===== config.mk =====
export PLATFORM = sky130hd
export DESIGN_NAME = shot_sequencer
export DESIGN_NICKNAME = d
export VERILOG_FILES = /design/src/rtl/shot_sequencer.sv
export SDC_FILE = /design/constraint.sdc
export NUM_CORES = 2
export LEC_CHECK = 0
export ABC_CLOCK_PERIOD_IN_PS = 7500
export BUFFER_PORTS_ARGS = -buffer_cell sky130_fd_sc_hd__buf_2
export CORE_AREA = 4 4 358 360
export CTS_CLUSTER_DIAMETER = 150
export DETAILED_ROUTE_END_ITERATION = 10
export DIE_AREA = 0 0 362 364
export SLEW_MARGIN = 10
export SYNTH_ARGS = -nofsm -noshare
export SYNTH_HDL_FRONTEND = slang
export SYNTH_SLANG_ARGS = --single-unit

===== constraint.sdc =====
create_clock -name clk -period 7.5 [get_ports clk]
set_clock_uncertainty 0.05 [all_clocks]
set_input_delay 0.375 -clock clk [delete_from_list [all_inputs] [get_ports clk]]
set_output_delay 0.375 -clock clk [all_outputs]
set_load 0.01 [all_outputs]

===== src/rtl/shot_sequencer.sv =====
// shot_sequencer: turn-level controller for the 10x10 grid.
// Each turn it accepts one row/col fire request and checks it against the
// BLUE (unshot) bit of the addressed cell. A valid shot produces a one-cycle
// shot pulse, and the hit is counted against the ship id in that cell.
// Sinking a ship produces a one-cycle sunk/halo mask.
// Every turn ends with a one-cycle result strobe.
module shot_sequencer #(
    parameter int NUM_SHIPS  = 5,
    parameter int ID_W       = 3,
    parameter int SHOT_CNT_W = 7
) (
    input  logic                  clk,
    input  logic                  reset,
    input  logic                  fire,
    input  logic [3:0]            row,
    input  logic [3:0]            col,
    input  logic [100*ID_W-1:0]   ship_id_flat,
    input  logic [399:0]          cell_state_flat,
    output logic [99:0]           shot,
    output logic [99:0]           ship_sunk,
    output logic                  busy,
    output logic                  result_valid,
    output logic [1:0]            result,
    output logic [ID_W-1:0]       ships_remaining,
    output logic [SHOT_CNT_W-1:0] shots_fired,
    output logic                  game_over
);
    localparam int NUM_CELLS = 100;
    localparam int GRID_DIM  = 10;
    localparam int NUM_IDS   = 1 << ID_W;
    localparam int LEN_W     = 7;

    typedef enum logic [2:0] {
        IDLE  = 3'd0,
        CHECK = 3'd1,
        FIRE  = 3'd2,
        EVAL  = 3'd3,
        SINK  = 3'd4,
        DONE  = 3'd5
    } state_t;

    // Static 3x3 neighbourhood of cell (r,c). Rows and columns are clipped at
    // the grid edge, so column 9 never wraps to column 0 and row 9 never
    // wraps to row 0.
    function automatic logic [NUM_CELLS-1:0] halo_window(input int r, input int c);
        logic [NUM_CELLS-1:0] w;
        w = '0;
        for (int dr = -1; dr <= 1; dr++) begin
            for (int dc = -1; dc <= 1; dc++) begin
                if ((r + dr) >= 0 && (r + dr) < GRID_DIM &&
                    (c + dc) >= 0 && (c + dc) < GRID_DIM) begin
                    w[7'((r + dr) * GRID_DIM + (c + dc))] = 1'b1;
                end
            end
        end
        return w;
    endfunction

    state_t                state_reg;
    state_t                state_next;

    logic [3:0]            row_reg;
    logic [3:0]            col_reg;
    logic [ID_W-1:0]       sink_id_reg;
    logic [1:0]            result_reg;
    logic [ID_W-1:0]       remaining_reg;
    logic [SHOT_CNT_W-1:0] fired_reg;
    logic                  game_over_reg;

    logic [ID_W-1:0]       cell_id [NUM_CELLS];
    logic [NUM_CELLS-1:0]  cell_blue;
    logic [NUM_CELLS-1:0]  sink_member;
    logic [LEN_W-1:0]      ship_len [NUM_IDS];
    logic [LEN_W-1:0]      hit_count [NUM_IDS];

    logic [7:0]            target_idx;
    logic                  target_in_grid;
    logic [6:0]            cell_idx;
    logic [ID_W-1:0]       target_id;
    logic                  target_valid;
    logic                  target_is_ship;
    logic                  last_segment;
    logic                  accept_fire;

    // The target is latched at fire time, so every index below stays
    // constant for the whole turn.
    assign target_idx     = ({4'd0, row_reg} * 8'd10) + {4'd0, col_reg};
    assign target_in_grid = (row_reg <= 4'd9) && (col_reg <= 4'd9);
    assign cell_idx       = target_in_grid ? target_idx[6:0] : 7'd0;
    assign target_id      = cell_id[cell_idx];
    assign target_valid   = target_in_grid && cell_blue[cell_idx];
    // Id 0 is water. Ids above NUM_SHIPS are also treated as water.
    assign target_is_ship = (target_id != '0) && (target_id <= ID_W'(NUM_SHIPS));
    assign last_segment   = (hit_count[target_id] + LEN_W'(1)) == ship_len[target_id];
    assign accept_fire    = fire && !game_over_reg;

    // Per-cell decode: id, BLUE bit, membership in the ship being sunk, and
    // the two output pulses.
    for (genvar gi = 0; gi < NUM_CELLS; gi++) begin : g_cell
        localparam logic [NUM_CELLS-1:0] HALO = halo_window(gi / GRID_DIM, gi % GRID_DIM);
        logic unused_state_bits;

        assign cell_id[gi]       = ship_id_flat[gi*ID_W +: ID_W];
        assign cell_blue[gi]     = cell_state_flat[gi*4];
        assign unused_state_bits = ^cell_state_flat[gi*4+1 +: 3];
        assign sink_member[gi]   = (cell_id[gi] == sink_id_reg);
        assign shot[gi]          = (state_reg == FIRE) && (target_idx == 8'(gi));
        // A cell is in the sunk mask if any ship cell lies in its clipped
        // 3x3 window. This is the same as taking every ship cell and
        // marking its clipped neighbours.
        assign ship_sunk[gi]     = (state_reg == SINK) && |(sink_member & HALO);
    end

    // Ship lengths come straight from the map. They are counted
    // combinationally, so the same logic works for any layout.
    for (genvar gi = 0; gi < NUM_IDS; gi++) begin : g_ship
        if (gi >= 1 && gi <= NUM_SHIPS) begin : g_used
            logic [NUM_CELLS-1:0] id_match;
            logic [LEN_W-1:0]     hit_count_reg;

            for (genvar gc = 0; gc < NUM_CELLS; gc++) begin : g_match
                assign id_match[gc] = (cell_id[gc] == ID_W'(gi));
            end
            assign ship_len[gi]  = LEN_W'($countones(id_match));
            assign hit_count[gi] = hit_count_reg;

            // Hit counter for this ship id. It advances once per hit, in EVAL.
            always_ff @(posedge clk or posedge reset) begin
                if (reset) begin
                    hit_count_reg <= '0;
                end else if (state_reg == EVAL && target_is_ship &&
                             target_id == ID_W'(gi)) begin
                    hit_count_reg <= hit_count_reg + LEN_W'(1);
                end
            end
        end else begin : g_unused
            assign ship_len[gi]  = '0;
            assign hit_count[gi] = '0;
        end
    end

    // FSM state register.
    always_ff @(posedge clk or posedge reset) begin
        if (reset) begin
            state_reg <= IDLE;
        end else begin
            state_reg <= state_next;
        end
    end

    // Next-state logic for one turn: validate, fire, evaluate, optional sink, report.
    always_comb begin
        state_next = state_reg;
        case (state_reg)
            IDLE:    if (accept_fire) state_next = CHECK;
            CHECK:   state_next = target_valid ? FIRE : DONE;
            FIRE:    state_next = EVAL;
            EVAL:    state_next = (target_is_ship && last_segment) ? SINK : DONE;
            SINK:    state_next = DONE;
            DONE:    state_next = IDLE;
            default: state_next = IDLE;
        endcase
    end

    // Turn datapath: latch the target, and update the result and the shot
    // and ship counters. Each result is written on the edge that enters
    // DONE and is held until the next turn overwrites it.
    always_ff @(posedge clk or posedge reset) begin
        if (reset) begin
            row_reg       <= '0;
            col_reg       <= '0;
            sink_id_reg   <= '0;
            result_reg    <= 2'b00;
            remaining_reg <= ID_W'(NUM_SHIPS);
            fired_reg     <= '0;
            game_over_reg <= 1'b0;
        end else begin
            case (state_reg)
                IDLE: begin
                    if (accept_fire) begin
                        row_reg <= row;
                        col_reg <= col;
                    end
                end
                CHECK: begin
                    if (!target_valid) begin
                        result_reg <= 2'b11;
                    end
                end
                FIRE: begin
                    if (fired_reg != {SHOT_CNT_W{1'b1}}) begin
                        fired_reg <= fired_reg + SHOT_CNT_W'(1);
                    end
                end
                EVAL: begin
                    sink_id_reg <= target_id;
                    if (!target_is_ship) begin
                        result_reg <= 2'b00;
                    end else if (!last_segment) begin
                        result_reg <= 2'b01;
                    end
                end
                SINK: begin
                    result_reg <= 2'b10;
                    if (remaining_reg != '0) begin
                        remaining_reg <= remaining_reg - ID_W'(1);
                    end
                    if (remaining_reg == ID_W'(1)) begin
                        game_over_reg <= 1'b1;
                    end
                end
                default: ;
            endcase
        end
    end

    assign busy            = (state_reg != IDLE);
    assign result_valid    = (state_reg == DONE);
    assign result          = result_reg;
    assign ships_remaining = remaining_reg;
    assign shots_fired     = fired_reg;
    assign game_over       = game_over_reg;

endmodule

==> out/qor.yml <==
outcome:
  status: "finished, violations left"
  violations: "negative setup slack"
clocking:
  tritoncts: "yes"
  cts_root_buffer: "clkbuf_16"
  insertion_delay_ns: 0.33
  cts.clk_slew.worst_paths_ns: 0.06
  cts_made_buffers: 9
  cts.path.max_buffers: 2
  h-tree-depth: 3
  cts_num_sinks: 62
placement:
  dpl.hpwl_mm: 155
  place_ws_ns: -1.58
  place_inst: 5883
  place_congestion: 1.02
  port_buffers: 600
final_layout:
  layout_common_cells: "buf_2, buf_4, inv_1"
  utilization: 0.310
  layout_commonest_cell: "buf_2"
  largest_reg_flops: 35
  syn_to_final_growth_pct: 32.8
  nets: 5618
  layout-drive-gt1-share: 0.344
  fin_cells: 5950
detailed_routing:
  drc: 0
  ant_nets: 0
  vias_per_cell: 5.11
  vias: 30400
  wl_per_cell_um: 29.6
  drtIter0Drc: 3416
  drt_pass1_iterations: 6
  wl_mm: 176
worst_setup_path:
  worstSetupStartpointType: "input port"
  critical_path_peak_fanout: 5
  cp.arrival_ns: 8.55
  worstSetupPathType: "input port to register"
  critPathCaptureType: "register"
  cp.required_ns: 7.67
  cp_slowest_cell: "fa_1"
  cpPeakStageDelay_ns: 0.62
  reg2reg_from: "row_reg[2]"
  crit_top_cell: "fa_1"
  critPathLaunch: "ship_id_flat[34]"
timing:
  finalCriticalPeriod_ns: 8.38
  finalSetupViolations: 3
  fmax_ghz: 0.119
  rsz0062_at_grt: "true"
  tightest_slew_ns: 1.38
  hold_viol: 0
  postLayoutSetupSlackWorst_ns: -0.883
  slew_viol_final: 0
  final.period_utilization: 1.12
  hold_slack_ns: 0.232
  slew_headroom: 0.0772
logic_synthesis:
  synth_ff_type: "dfrtp_1"
  syn_inst: 3213
  synth.distinct_cells: 89
  syn_avg_cell_area_um2: 9.10
  synth_seq_cells: 62
  postSynth.asyncResetShare: 1.00
  synthesis.area_mm2: 0.0292
  yosysSeqAreaShare: 0.0532
  ys_warn_count: 0
  synth_edf_count: 0
die:
  die-height_um: 364
  core_mm2: 0.125
  fp.dieArea_mm2: 0.132
  num_rows: 130
  io_pins: 926
  die_w_um: 362
  initial_utilization: 0.234
global_route:
  grt_max_degree: 85
  grt_overflow: 0
  grtUsageTotal: 0.257
  grt_antenna_before_repair: 78
  grt_first_pass_wirelength_mm: 237
  first_global_vias: 29900
hold_path:
  hp-class: "input port to asynchronous set/reset pin"
run:
  drv_cap: 0
## cells in the mapped netlist, drive strengths merged (33+ instances only)
cell | count | area, um2
a21oi | 73 | 365
a31oi | 33 | 206
and3b | 147 | 1290
buf | 81 | 549
clkbuf | 59 | 225
dfrtp | 60 | 1500
fa | 452 | 9050
ha | 197 | 2460
inv | 529 | 1990
mux2 | 35 | 394
mux2i | 62 | 621
mux4 | 35 | 788
nand2 | 157 | 592
nand3 | 65 | 335
nand3b | 45 | 338
nor2 | 192 | 728
nor3 | 50 | 288
nor3b | 208 | 1560
o21ai | 55 | 275
or3b | 80 | 701
xnor2 | 151 | 1330
xor2 | 117 | 1030
## critical path: cells and delay by family
kind / cells / cell delay (ns)
muxes: 1 / 0.21
buffers and inverters: 7 / 0.81
xor gates and xnor gates: 2 / 0.24
adders and majority gates: 11 / 4.97
and+or+nand+nor: 3 / 0.72
AOI/OAI and AO/OA: 8 / 1.19
## layer usage
| metal | GRT usage | up-vias | part of all wire |
|---|---|---|---|
| li1 | - | 12900 | - |
| met1 | 0.365 | 15400 | 0.44 |
| met2 | 0.373 | 1804 | 0.41 |
| met3 | 0.0913 | 263 | 0.12 |
| met4 | 0.0558 | 46 | 0.027 |
| met5 | 0 | - | 0.0017 |
## logic make-up after synthesis
group	count (synthesis)	share of synthesized area
AOI/OAI and AO/OA	380	0.0916
buffers and inverters	669	0.0944
muxes	132	0.0617
other	1	0.000128
adders and majority gates	649	0.394
xor gates and xnor gates	269	0.0816
DFF	62	0.0532
and+or+nand+nor	1051	0.223
## stage by stage
stage | setup TNS [ns] | instance area, um2
floorplan | -1.37 | 29300
global placement | -4.35 | 37800
detailed placement | -4.56 | 37800
CTS | -2.57 | 38600
global route | -3.19 | 38700
finish | -2.51 | 38800
## final cells by class
type	instances	area, um2
antenna	37	92.6
clock inverter	4	70.1
sequential	62	1570
timing repair buffer	1150	7320
tap	1650	2060
fill	13300	86300
multi-input combinational	2506	25500
clock buffer	12	246
inverter	529	1990
## final timing paths
check / slack (ns) / cells after the start / end
worst max-delay path: -0.88 / 32 / result[1]
worst min-delay path: 0.23 / 3 / ships_remaining[1]
worst max register to register: 0.77 / 20 / result[1]
worst min register to register: 0.42 / 1 / g_ship[5].g_used.hit_count_reg[6]
max in group asynchronous: 6.55 / 3 / sink_id_reg[2]
min in group clk: 0.23 / 2 / row_reg[1]
## what timing repair did
| item | 4_1_cts | 5_1_grt |
|---|---|---|
| setup endpoints to repair | 3 | 3 |
| buffers inserted | 13 | 2 |
| pin swaps | 83 | 39 |
| gates resized for setup | 90 | 45 |
| hold buffers | 0 | 0 |
Power is left out: the tool's default activity adds up to more than one toggle a clock period on the data nets, which glitch-free logic cannot reach.
